$ cat src/rtl/distance_filter.sv
// Median-of-three distance filter for an ultrasonic ranger.
// Range-gates raw samples, tracks stale data and counts rejects.
module distance_filter #(
    parameter int unsigned MIN_CM       = 2,
    parameter int unsigned MAX_CM       = 400,
    parameter int unsigned DEFAULT_CM   = 25,
    parameter int unsigned STALE_CYCLES = 2500000
) (
    input  logic        clk,
    input  logic        reset,
    input  logic        sample_valid,
    input  logic [15:0] sample_cm,
    output logic        sample_ready,
    output logic [15:0] dist_cm,
    output logic        dist_valid,
    output logic        stale,
    output logic [7:0]  reject_cnt
);

    localparam logic [15:0] MIN_V   = 16'(MIN_CM);
    localparam logic [15:0] MAX_V   = 16'(MAX_CM);
    localparam logic [15:0] DEF_V   = 16'(DEFAULT_CM);
    localparam logic [31:0] STALE_V = 32'(STALE_CYCLES);

    typedef enum logic [1:0] {
        IDLE   = 2'd0,
        CHECK  = 2'd1,
        MEDIAN = 2'd2
    } state_t;

    state_t      state;
    logic [15:0] sample_q;
    logic [15:0] w0;
    logic [15:0] w1;
    logic [15:0] w2;
    logic [1:0]  fill;
    logic [31:0] stale_cnt;

    logic        in_range;
    logic        accept;
    logic        stale_hit;
    logic [15:0] lo01;
    logic [15:0] hi01;
    logic [15:0] mid_hi;
    logic [15:0] median;

    // Range gate on the latched sample and stale-timeout detection
    always_comb begin
        in_range  = (sample_q >= MIN_V) && (sample_q <= MAX_V);
        accept    = (state == CHECK) && in_range;
        stale_hit = !accept && (stale_cnt == STALE_V - 32'd1);
    end

    // Three-input median: max(min(w0,w1), min(max(w0,w1),w2))
    always_comb begin
        lo01   = (w0 < w1) ? w0 : w1;
        hi01   = (w0 < w1) ? w1 : w0;
        mid_hi = (hi01 < w2) ? hi01 : w2;
        median = (lo01 > mid_hi) ? lo01 : mid_hi;
    end

    // Control FSM with registered handshake and result outputs
    always_ff @(posedge clk) begin
        if (reset) begin
            state        <= IDLE;
            sample_ready <= 1'b1;
            sample_q     <= 16'd0;
            dist_cm      <= DEF_V;
            dist_valid   <= 1'b0;
            reject_cnt   <= 8'd0;
            w0           <= 16'd0;
            w1           <= 16'd0;
            w2           <= 16'd0;
        end else begin
            dist_valid <= 1'b0;
            case (state)
                IDLE: begin
                    if (sample_valid) begin
                        sample_q     <= sample_cm;
                        sample_ready <= 1'b0;
                        state        <= CHECK;
                    end
                end
                CHECK: begin
                    if (in_range) begin
                        w2    <= w1;
                        w1    <= w0;
                        w0    <= sample_q;
                        state <= MEDIAN;
                    end else begin
                        if (reject_cnt != 8'hFF) begin
                            reject_cnt <= reject_cnt + 8'd1;
                        end
                        sample_ready <= 1'b1;
                        state        <= IDLE;
                    end
                end
                MEDIAN: begin
                    dist_cm      <= (fill == 2'd3) ? median : w0;
                    dist_valid   <= 1'b1;
                    sample_ready <= 1'b1;
                    state        <= IDLE;
                end
                default: begin
                    sample_ready <= 1'b1;
                    state        <= IDLE;
                end
            endcase
        end
    end

    // Window occupancy and stale timer; an accepted sample wins over timeout
    always_ff @(posedge clk) begin
        if (reset) begin
            fill      <= 2'd0;
            stale_cnt <= 32'd0;
            stale     <= 1'b0;
        end else if (accept) begin
            fill      <= (fill == 2'd3) ? 2'd3 : fill + 2'd1;
            stale_cnt <= 32'd0;
            stale     <= 1'b0;
        end else if (stale_cnt < STALE_V) begin
            stale_cnt <= stale_cnt + 32'd1;
            if (stale_hit) begin
                stale <= 1'b1;
                fill  <= 2'd0;
            end
        end
    end

endmodule

$ cat config.mk
export PLATFORM = sky130hd
export DESIGN_NAME = distance_filter
export DESIGN_NICKNAME = d
export VERILOG_FILES = /design/src/rtl/distance_filter.sv
export SDC_FILE = /design/constraint.sdc
export NUM_CORES = 1
export LEC_CHECK = 0
export ABC_AREA = 1
export CORE_MARGIN = 2
export CORE_UTILIZATION = 64
export DETAILED_ROUTE_END_ITERATION = 6
export PLACE_DENSITY_LB_ADDON = 0.08
export RECOVER_POWER = 100
export SETUP_SLACK_MARGIN = 0.02
export SLEW_MARGIN = 20
export SYNTH_ARGS = -nofsm -noshare
export SYNTH_HDL_FRONTEND = slang
export SYNTH_SLANG_ARGS = --single-unit
$ cat constraint.sdc
create_clock -name clk -period 13.9 [get_ports clk]
set_clock_uncertainty 0.1 [all_clocks]
set_input_delay 1.39 -clock clk [delete_from_list [all_inputs] [get_ports clk]]
set_output_delay 1.39 -clock clk [all_outputs]
set_load 0.01 [all_outputs]
== Word level (Yosys, flattened, before mapping) ==
Index checks and enable logic that the tools add are counted.

* Add/sub/neg operators: 3
* $lt $le $gt $ge: 6
* Equality and inequality tests: 7
* Mux-type cells: 16
* Bitwise operators: 1
* Reduce and logical (&&, ||, !) cells: 14

{| class="wikitable"
|+ Operator list
! operator !! count
|-
| $mux 16 || 5
|-
| $add 32x1->32 const B || 1
|-
| $eq 32x22->1 const B || 1
|-
| $lt 16x16->1 || 2
|-
| $lt 32x22->1 const B || 1
|-
| $ge 16x2->1 const B || 1
|-
| $gt 16x16->1 || 1
|-
| $le 16x9->1 const B || 1
|-
| $mux 2 || 6
|-
| $reduce_and 2->1 || 5
|-
| $add 8x1->8 const B || 1
|-
| $ne 8x8->1 const B || 1
|-
| $eq 2x2->1 const B || 2
|-
| $ne 2x2->1 const B || 2
|-
| $pmux 2 s2 || 1
|-
| $reduce_bool 2->1 || 2
|-
| $logic_and 1x1->1 || 3
|-
| $mux 1 || 3
|-
| $reduce_and 3->1 || 1
|-
| $add 2x1->2 const B || 1
|-
| $eq 2x1->1 const B || 1
|-
| $logic_not 2->1 || 1
|-
| $pmux 1 s2 || 1
|-
| $reduce_or 2->1 || 1
|-
| other kinds (2) || 2
|}

* Register bits after elaboration: 127
* Input port bits: 19
* Output and inout bits: 27
* Word-level logic and storage cells: 59

== Longest topological paths before layout ==
Gate-level depths: netlist of run 1.

* Depth in word-level cells: 8
* Depth in mapped cells: 42
* Gate-level depth less buffers: 39

== Least setup slack after synthesis of run 1 ==
OpenSTA, ideal clock, no wires.

* Path type: register -> register
* Start point: reg w1[9]
* End point: reg dist_cm[3]
* Library setup time: 0.115 ns
* Arrival: 4.901 ns
* Required time: 13.685 ns
* Setup slack: 8.784 ns
* Cell stages (with the launch flop): 37
* Path buffers: 4
* Clock period less this slack: 5.116 ns
* Cell sequence: dfxtp_1 > inv_1 > ha_1 > nand2_1 > inv_1 > o21ai_1 > a21oi_1 > nor2_1 > nand2_4 > clkbuf_1 > nand2_1 > o21ai_0 > ha_1 > a21oi_1 > nor2_1 > a211oi_1 > o221a_2 > buf_1 > clkbuf_1 > nand3_1 > and2_1 > ha_1 > inv_1 > nor2_1 > nor2_1 > nor2_1 > a211oi_1 > o221ai_1 > a21oi_1 > o21ai_0 > nand2_1 > clkbuf_1 > nand3_1 > nand2_1 > nand2_1 > nand2_1 > nand2_1

* Word-level cells in the longest chain between the ends: 7
* Elaborated cells between the ends (all ways): 8
* Those cells by class: order compare (3); mux (5)

{| class="wikitable"
|+ RTL lines
! item !! line !! source
|-
| from (decl) || 34 || <nowiki>logic [15:0] w1;</nowiki>
|-
| from (signal assigned) || 87 || <nowiki>w1 <= w0;</nowiki>
|-
| $lt 16x16->1 || 56, 57 ||
|-
| $mux 16 || 57 || <nowiki>hi01 = (w0 < w1) ? w1 : w0;</nowiki>
|-
| $lt 16x16->1 || 58 || <nowiki>mid_hi = (hi01 < w2) ? hi01 : w2;</nowiki>
|-
| $mux 16 || 58 ||
|-
| $gt 16x16->1 || 59 || <nowiki>median = (lo01 > mid_hi) ? lo01 : mid_hi;</nowiki>
|-
| $mux 16 (*) || 59 ||
|-
| $mux 16 (*) || 99 || <nowiki>dist_cm <= (fill == 2'd3) ? median : w0;</nowiki>
|-
| to (signal assigned) || 99 ||
|-
| to (decl) || 14 || <nowiki>output logic [15:0] dist_cm,</nowiki>
|}

Mark *: on every way between the ends. The rest lies on a longest branch, timed or not.
A chain may end at the register's enable or synchronous reset.

== Worst setup path in the final report of run 1 ==
* Start point: reg w1[9]
* End point: reg dist_cm[4]

Same word-level chain as after synthesis.

==> metrics.md, run 1 <==
| Metric | Value |
|---|---|
| Status | finished, violations left |
| Failing checks | max-capacitance violations, max-slew violations |
| Register area | 2542 sq um |
| Worst hold path class | reg -> reg |
| Sequential power share | 42.7% |
| Placeable core area | 10230 sq um |
| Share of layout cells above drive strength 1 | 6.067% |
| Drt drc | 0 |
| Final nets | 1013 |
| Path depth of the worst reg2reg path | 33 |
| Clock latency at the later pin of the worst-skew pair | 530 ps |
| Peak supply drop | 85.56 uV |
| Worst slew pin tran | 3304 ps |
| ANT cells | 0 |
| Comb power frac | 7.5% |
| Setup TNS | 0 ps |
| Most Frequent Cell on Critical Path | nand2_1 |
| Final Setup Violations | 0 |
| Resized Gates After CTS | 0 |
| Top Usage Layer GRT | met2 |
| CTS Buf Count | 17 |
| Hold_buf cts | 0 |
| Number of fill cells in the layout | 788 |
| Met2 GRT Util | 49.40% |
| Post-route cell area | 7702 sq um |
| Initial Utilization | 65.31% |
| Max_cap viols | 2 |
| Mapped Cells | 917 |
| Worst Setup EP | dist_cm[4] |
| Pwr Density | 114.5 nW/um^2 |
| Final HPWL DP | 10800 um |
| Initial DRC count | 416 |
| Pleak | 0.003233 uW |
| Rel. slew slack | -120.3% |
| Met3 Usage GRT | 5.947% |
| Synth area leaders | dfxtp_1 38%, ha_1 9.0%, nand2_1 8.1% |
| Root buffer cell | clkbuf_8 |
| Largest net degree at the start of global routing | 73 |
| Sequential element share of the synthesized area | 38.05% |
| Die span in y | 106.2 um |
| Worst setup path start | w1[9] |
| Dpl cell area | 7153 sq um |
| CTS clock-pin slew for the worst setup and hold paths | 60 ps |
| F_max | 0.1243 GHz |
| Initial DRT Pass Iterations | 5 |
| Die width | 106.2 um |
| Worst Setup Start Kind | flip-flop |
| Routed WL per cell | 14.71 um |
| Clk network pwr share | 49.8% |
| Placed Cells | 1063 |
| Reg-to-reg slack, setup | 5850 ps |
| Final cell count without fillers | 1092 |
| Tot GR Track Use | 29.54% |
| Syn nets | 984 |
| Tmin final | 8045 ps |
| Leading area contributor after synthesis | dfxtp_1 |
| Switching Fraction | 23.03% |
| Worst Path Arrival | 8360 ps |
| Vias per cell | 5.682 |
| Final period utilization | 57.88% |
| Clk sinks | 127 |
| Req. time, crit path | 14220 ps |
| # H-tree levels | 4 |
| Slowest CP cell | nand2_1 |
| Post-route ant nets | 0 |
| Avg Synthesized Cell Area | 7.286 sq um |
| Critical path class | reg -> reg |
| Die ar. | 11270 sq um |
| Met1 Usage GRT | 36.14% |
| RR Startpoint | w1[9] |
| YS warnings | 0 |
| CTS Buffer Depth | 2 |
| Commonest non-fill, non-tap cell in the layout | nand2_1 |
| Post-Route WL | 16070 um |
| CP endpoint kind | flip-flop |
| Most frequent cells in the layout | 146 x nand2_1, 128 x inv_1, 127 x dfxtp_1, 99 x o21ai_0, 81 x nor2_1 |
| R2R Path End | dist_cm[4] |
| Slew Limit Fails | 137 |
| Fin. Hold Viols | 0 |
| IO Pins | 46 |
| Synth Register Bits | 127 |
| Count of unique library cells instantiated by Yosys | 45 |
| Area grow syn2layout | 15.28% |
| Port bufs | 45 |
| Post-Syn Area | 6681 sq um |
| Global-route wire length before repair | 26610 um |
| Cell Int Power | 678.6 uW |
| Crit-path max FO | 63 |
| Grt ovf | 0 |
| Via count | 6205 |
| Placer Congestion | 0.8526 |
| Antenna violations before repair | 0 |
| Switching Power | 203.0 uW |
| Setup bufs post-CTS | 0 |
| CTS tree | yes |
| Yosys top cell area share | 38.05% |
| Multi-input logic area | 3458 sq um |
| Rows | 37 |
| Largest stage delay, worst path | 1010 ps |
| Number of global-route vias before repair | 5872 |
| RSZ-0062 raised after global routing | no |
## routing by layer
layer,vias to the layer above,share of wire (%)
met5,-,0
met4,0,2.8
met3,42,5.5
met2,218,49
met1,2825,43
li1,3120,-
## final cells by class
class	count	area share [%]
clock buffer	24	6.628
multi-input combinational	624	44.90
inverter	130	6.352
sequential	127	33.01
clock inverter	5	1.007
timing repair buffer	46	5.897
tap	136	2.209
## cells in the mapped netlist (all sizes together)
cell type	instances
clkinv	1
nor3b	3
nand2	162
and2	15
a2111oi	1
a41oi	1
nor3	18
o22ai	36
a211oi	6
o211ai	2
nor2	82
o21a	5
and3	1
o21ai	99
ha	48
o31ai	1
o221a	1
clkbuf	32
a31oi	2
o311ai	1
nand4	7
nor4	7
buf	4
a21oi	75
inv	129
dfxtp	127
nand3	50
o221ai	1
## stage by stage
stage	hold slack, ps	setup slack (ps)	utilization, %	total power, uW
finish	333.5	5855	75.28	881.6
global route	345.8	4988	75.28	906.0
CTS	333.6	7591	75.66	885.6
detailed placement	325.2	7709	69.92	450.3
global placement	314.3	8018	69.92	447.8
floorplan	308.0	8784	-	431.1
## sequential cells by signal, summed over array words and instances (netlist names)
signal,count
state,2
w2,16
sample_q,16
stale,1
fill,2
stale_cnt,32
dist_cm,16
w1,16
reject_cnt,8
dist_valid,1
sample_ready,1
w0,16
## critical path: cells and delay by family (launching register included)
family,cells,cell delay (ps)
and+or+nand+nor,15,3490
AOI/OAI and AO/OA,11,2980
adders and majority gates,3,780
DFF,1,340
buffers and inverters,4,230
## how the worst min path moves through the flow
stage | start | endpoint | slack [ps] | depth (start not counted)
floorplan | stale_cnt[25] | stale_cnt[25] | 310 | 2
global placement | stale_cnt[25] | stale_cnt[25] | 310 | 2
detailed placement | stale_cnt[24] | stale_cnt[24] | 330 | 2
CTS | stale_cnt[24] | stale_cnt[24] | 330 | 2
global route | stale_cnt[24] | stale_cnt[24] | 350 | 2
finish | stale_cnt[24] | stale_cnt[24] | 330 | 2
## cell families (layout without fill, tap and decap cells)
logic type               count (synthesis)  in the layout  synth area share (%)
AND/OR/NAND/NOR                        345            345                 24.21
AO/OA/AOI/OAI                          231            231                 19.05
buffers and inverters                  166            205                 9.700
flip-flops                             127            127                 38.05
adder cells (fa/ha/maj)                 48             48                 8.989
## power groups by stage
| stage | logic (uW) | registers [uW] | clock network [uW] |
|---|---|---|---|
| after CTS | 66.7 | 377 | 442 |
| after global routing | 72.7 | 377 | 456 |
| final | 65.7 | 377 | 439 |
| after floorplan | 47.0 | 384 | 0 |
| after global placement | 63.8 | 384 | 0 |
| after detailed placement | 65.9 | 384 | 0 |
Power figures use the tool's default switching activity.
==> run 2: changes to the inputs <==
Settings changed: CORE_UTILIZATION 64 to 59.
Clock period 13.9 ns to 7.65 ns, I/O delays scaled along.
==> metrics.md, run 2 (synthesis results as in run 1) <==
| Metric | Value |
|---|---|
| CTS Buf Count | 17 (unchanged) |
| Sequential power share | 44.3% (+1.6 points) |
| F_max | 0.1567 GHz (+26%) |
| Clock latency at the later pin of the worst-skew pair | 420 ps (-110 ps) |
| Worst Setup Start Kind | flip-flop |
| CTS tree | yes |
| Die span in y | 110.4 um (+4.0%) |
| Global-route wire length before repair | 27320 um (+2.6%) |
| Max_cap viols | 1 (-1) |
| Reg-to-reg slack, setup | 1270 ps (-4590 ps) |
| Largest reg by FF count | stale_cnt |
| Pleak | 0.003207 uW (-0.83%) |
| Worst hold path class | reg -> reg |
| Post-Route WL | 16240 um (+1.1%) |
| Largest stage delay, worst path | 590 ps (-420 ps) |
| Via count | 6177 (-0.45%) |
| Largest net degree at the start of global routing | 73 (unchanged) |
| Routed WL per cell | 14.79 um (+0.54%) |
| Final worst hold slack | 326.3 ps (-7.220 ps) |
| Rows | 38 (+2.7%) |
| CTS clock-pin slew for the worst setup and hold paths | 50 ps (about the same) |
| Drt drc | 0 (unchanged) |
| Port bufs | 45 (unchanged) |
| Crit-path max FO | 63 (unchanged) |
| CTS Buffer Depth | 2 (unchanged) |
| Multi-input logic area | 3481 sq um (+0.65%) |
| Post-route ant nets | 0 (unchanged) |
| RSZ-0062 raised after global routing | no |
| Clk sinks | 127 (unchanged) |
| ANT cells | 0 (unchanged) |
| RR Startpoint | w1[9] |
| Die width | 110.4 um (+4.0%) |
| Req. time, crit path | 7860 ps (-6360 ps) |
| Root buffer cell | clkbuf_16 |
| Die ar. | 12190 sq um (+8.1%) |
| Switching Power | 377.3 uW (+86%) |
| Worst slew pin tran | 3229 ps (-75.35 ps) |
| Final HPWL DP | 11510 um (+6.5%) |
| CP top delay family | compound AO/OA/AOI/OAI gates |
| Critical path class | reg -> reg |
| Initial Utilization | 61.10% (-4.2 points) |
| Most frequent cells in the layout | 144 x nand2_1, 128 x inv_1, 127 x dfxtp_1, 99 x o21ai_0, 81 x nor2_1 |
| Tmin final | 6383 ps (-1662 ps) |
| Register area | 2542 sq um (unchanged) |
| Resized Gates After CTS | 0 (unchanged) |
| Setup bufs post-CTS | 0 (unchanged) |
| CP endpoint kind | flip-flop |
| Number of global-route vias before repair | 5969 (+1.7%) |
| Number of fill cells in the layout | 912 (+16%) |
| R2R Path End | dist_cm[3] |
| Worst-case hold path end point | stale_cnt[31] |
| Cell Int Power | 1169 uW (+72%) |
| Final nets | 1013 (unchanged) |
| IO Pins | 46 (unchanged) |
| Hold Path Origin | stale_cnt[31] |
| Grt ovf | 0 (unchanged) |
| Placeable core area | 10940 sq um (+6.9%) |
| CP Buf/Inv Count | 4 (unchanged) |
| Commonest non-fill, non-tap cell in the layout | nand2_1 |
| Worst hold stages | 2 (unchanged) |
| Vias per cell | 5.626 (-1.0%) |
| Clk network pwr share | 48.2% (-1.6 points) |
| Final period utilization | 83.44% (+26 points) |
| Antenna violations before repair | 0 (unchanged) |
| Failing checks | max-capacitance violations, max-slew violations |
| Worst Path Arrival | 6590 ps (-1770 ps) |
| Initial DRT Pass Iterations | 5 (unchanged) |
| Setup TNS | 0 ps (unchanged) |
| Pwr Density | 201.3 nW/um^2 (+76%) |
| Slowest CP cell | nand2_1 |
| Initial DRC count | 375 (-9.9%) |
| Switching Fraction | 24.40% (+1.4 points) |
| Share of layout cells above drive strength 1 | 6.159% (+0.092 points) |
| Path depth of the worst reg2reg path | 32 (-3.0%) |
| Peak supply drop | 216.6 uV (+150%) |
| Rel. slew slack | -115.2% (+5.0 points) |
| Tot GR Track Use | 26.83% (-2.7 points) |
| Fin. Hold Viols | 0 (unchanged) |
| Hold_buf cts | 0 (unchanged) |
| Placer Congestion | 0.8823 (+3.5%) |
| Area grow syn2layout | 14.98% |
| Comb power frac | 7.5% (about the same) |
| Status | finished, violations left |
| Final Setup Violations | 0 (unchanged) |
| Most Frequent Cell on Critical Path | nand2_1 |
| Slew Limit Fails | 73 (-47%) |
| # H-tree levels | 4 (unchanged) |
| Number of flip-flops in the largest register | 32 (unchanged) |
run 2: worst reg2reg max path: cells and delay by family, from the launching register on:
family | cells | cell delay [ps]
AOI/OAI and AO/OA | 11 | 2500
adders and majority gates | 3 | 880
DFF | 1 | 330
and+or+nand+nor | 14 | 2210
buffers and inverters | 4 | 220
run 2: power groups by stage:
stage               logic, uW  clock network (uW)  registers (uW)
finish                    117                 745             685
global route              130                 785             686
CTS                       118                 756             685
detailed placement        117                   0             699
global placement          115                   0             698
floorplan                85.5                   0             698
run 2: how the worst max path moves through the flow:
stage | from | to | slack, ps | depth (start not counted)
floorplan | w1[9] | dist_cm[3] | 2530 | 36
global placement | w1[9] | dist_cm[4] | 1730 | 32
detailed placement | w1[9] | dist_cm[3] | 1510 | 32
CTS | w1[9] | dist_cm[3] | 1430 | 32
global route | w1[9] | dist_cm[3] | 540 | 30
finish | w1[9] | dist_cm[3] | 1270 | 32
run 2: cell type report:
cell class | instances | share of cell area, %
clock buffer | 22 | 5.912
clock inverter | 9 | 1.124
inverter | 130 | 6.368
multi-input combinational | 624 | 45.31
sequential | 127 | 33.09
tap | 140 | 2.280
timing repair buffer | 46 | 5.912
run 2: layer usage:
| metal | GRT usage [%] | part of all wire [%] | vias up | wire, um |
|---|---|---|---|---|
| met1 | 33.08 | 44 | 2864 | 7208 |
| li1 | - | - | 3120 | - |
| met4 | 9.000 | 2.2 | 0 | 350 |
| met3 | 6.312 | 4.8 | 30 | 777 |
| met2 | 46.09 | 49 | 163 | 7904 |
| met5 | 0 | 0 | - | 0 |
run 2: metrics by stage:
stage                     utilization (%)  total power [uW]  instance area, sq um  worst slack, ps  instances
after global routing                70.25              1602                  7682            535.7       1098
after floorplan                         -             783.3                  6681             2534        917
after detailed placement            65.46             815.8                  7158             1510       1067
final                               70.25              1546                  7682             1267       1098
after global placement              65.46             812.5                  7158             1726       1067
after CTS                           70.40              1558                  7699             1429       1098
==> run 3: changes to the inputs <==
Clock period 7.65 ns to 6.23 ns, I/O delays scaled along.
==> metrics.md, run 3 (synthesis results as in run 1) <==
| Metric | Value |
|---|---|
| Register area | 2542 sq um (unchanged) |
| Placeable core area | 10940 sq um (unchanged) |
| Fin. Hold Viols | 0 (unchanged) |
| Max_cap viols | 1 (unchanged) |
| CTS Buffer Depth | 2 (unchanged) |
| Largest stage delay, worst path | 410 ps (-180 ps) |
| Hold_buf cts | 0 (unchanged) |
| Die width | 110.4 um (unchanged) |
| Worst Setup Start Kind | flip-flop |
| Area grow syn2layout | 15.90% |
| Port bufs | 45 (unchanged) |
| Vias per cell | 5.617 (-0.16%) |
| CTS Buf Count | 17 (unchanged) |
| Tmin final | 5484 ps (-899.3 ps) |
| Final Setup Violations | 0 (unchanged) |
| ANT cells | 0 (unchanged) |
| Die ar. | 12190 sq um (unchanged) |
| RSZ-0062 raised after global routing | no |
| Failing checks | max-capacitance violations, max-slew violations |
| Routed WL per cell | 14.93 um (+0.94%) |
| Multi-input logic area | 3500 sq um (+0.54%) |
| Met1 Usage GRT | 33.75% (+0.67 points) |
| Clock latency at the later pin of the worst-skew pair | 430 ps (about the same) |
| Worst Path Arrival | 5700 ps (-890 ps) |
| Post-route ant nets | 0 (unchanged) |
| Status | finished, violations left |
| Final period utilization | 88.02% (+4.6 points) |
| Peak supply drop | 252.4 uV (+17%) |
| Met2 GRT Util | 45.77% (-0.33 points) |
| Antenna violations before repair | 0 (unchanged) |
| Setup TNS | 0 ps (unchanged) |
| Path depth of the worst reg2reg path | 33 (+3.1%) |
| Clk sinks | 127 (unchanged) |
| Top Usage Layer GRT | met2 |
| Number of fill cells in the layout | 895 (-1.9%) |
| Placer Congestion | 0.8735 (-1.0%) |
| Post-Route WL | 16440 um (+1.2%) |
| Initial DRC count | 465 (+24%) |
| Rows | 38 (unchanged) |
| Global-route wire length before repair | 27770 um (+1.6%) |
| F_max | 0.1824 GHz (+16%) |
| Worst hold path class | reg -> reg |
| Largest reg by FF count | stale_cnt |
| Initial DRT Pass Iterations | 5 (unchanged) |
| Final Worst Setup Slack | 746.4 ps (-520.7 ps) |
| Tot GR Track Use | 27.61% (+0.78 points) |
| Largest net degree at the start of global routing | 64 (-12%) |
| Met3 Usage GRT | 7.025% (+0.71 points) |
| Worst hold stages | 2 (unchanged) |
| Drt drc | 0 (unchanged) |
| Rel. slew slack | -26.82% (+88 points) |
| Grt ovf | 0 (unchanged) |
| Worst slew pin tran | 1902 ps (-1326 ps) |
| Setup slack at placement | 499.8 ps (-1010 ps) |
| Pleak | 0.003233 uW (+0.81%) |
| Number of flip-flops in the largest register | 32 (unchanged) |
| IO Pins | 46 (unchanged) |
| Die span in y | 110.4 um (unchanged) |
| Share of layout cells above drive strength 1 | 6.764% (+0.61 points) |
| Slew Limit Fails | 43 (-41%) |
| Most frequent cells in the layout | 145 x nand2_1, 127 x inv_1, 127 x dfxtp_1, 98 x o21ai_0, 80 x nor2_1 |
| Final nets | 1015 (+0.20%) |
| Number of global-route vias before repair | 6083 (+1.9%) |
| CTS clock-pin slew for the worst setup and hold paths | 60 ps (about the same) |
| Commonest non-fill, non-tap cell in the layout | nand2_1 |
| CTS tree | yes |
| Initial Utilization | 61.10% (unchanged) |
| CP endpoint kind | flip-flop |
| Final HPWL DP | 11530 um (+0.21%) |
| Crit-path max FO | 63 (unchanged) |
| Root buffer cell | clkbuf_16 |
| Req. time, crit path | 6450 ps (-1410 ps) |
| Pwr Density | 250.1 nW/um^2 (+24%) |
| # H-tree levels | 4 (unchanged) |
| Most Frequent Cell on Critical Path | nand2_1 |
| Slowest CP cell | o221a_4 |
| Via count | 6184 (+0.11%) |
| Critical path class | reg -> reg |
run 3: worst max-delay path, delay by kind of cell, from the launching register on:
family / cells / cell delay [ps]
adder cells (fa/ha/maj): 3 / 880
flip-flops: 1 / 330
AND/OR/NAND/NOR: 14 / 1510
buffers and inverters: 5 / 410
AO/OA/AOI/OAI: 11 / 2100
run 3: where the power goes:
part,internal (uW),total [uW],switching [uW]
Clock,570,947,377
Combinational,53.0,149,96.4
Sequential,829,841,11.6
run 3: what timing repair did:
action | in CTS | in global routing
buffers inserted | 0 | 0
resized for setup | 0 | 3
endpoints found under the setup margin | 0 | 16
run 3: cell type report:
class	count	share of cell area [%]
clock inverters	12	1.438
clock buffers	20	5.898
inverters	130	6.318
multi-input cells	624	45.19
flip-flops and latches	127	32.83
repair buffers	48	6.059
well taps	140	2.262
run 3: worst paths after layout:
check / start / end / slack, ps
setup reg to reg: w1[9] / dist_cm[4] / 750
hold reg to reg: stale_cnt[24] / stale_cnt[24] / 330
setup / recovery: w1[9] / dist_cm[4] / 750
hold / removal: stale_cnt[24] / stale_cnt[24] / 330
run 3: routing by layer:
metal  share of wire, %  routed length (um)  vias up
met3                5.3                 865       38
met4                3.0                 487        0
met1                 44                7248     2851
met5                  0                   0        -
met2                 48                7839      168
li1                   -                   -     3127
run 3: through the flow:
| step | cells | hold WS [ps] | util, % | power, uW | instance area (sq um) |
|---|---|---|---|---|---|
| 6_report | 1101 | 327.0 | 70.81 | 1937 | 7744 |
| 5_1_grt | 1101 | 349.7 | 70.81 | 2003 | 7744 |
| 4_1_cts | 1101 | 328.8 | 70.79 | 1946 | 7741 |
| 3_5_place_dp | 1069 | 320.0 | 65.60 | 1007 | 7173 |
| 3_3_place_gp | 1069 | 315.6 | 65.60 | 1002 | 7173 |
| 2_1_floorplan | 917 | 308.0 | - | 961.8 | 6681 |
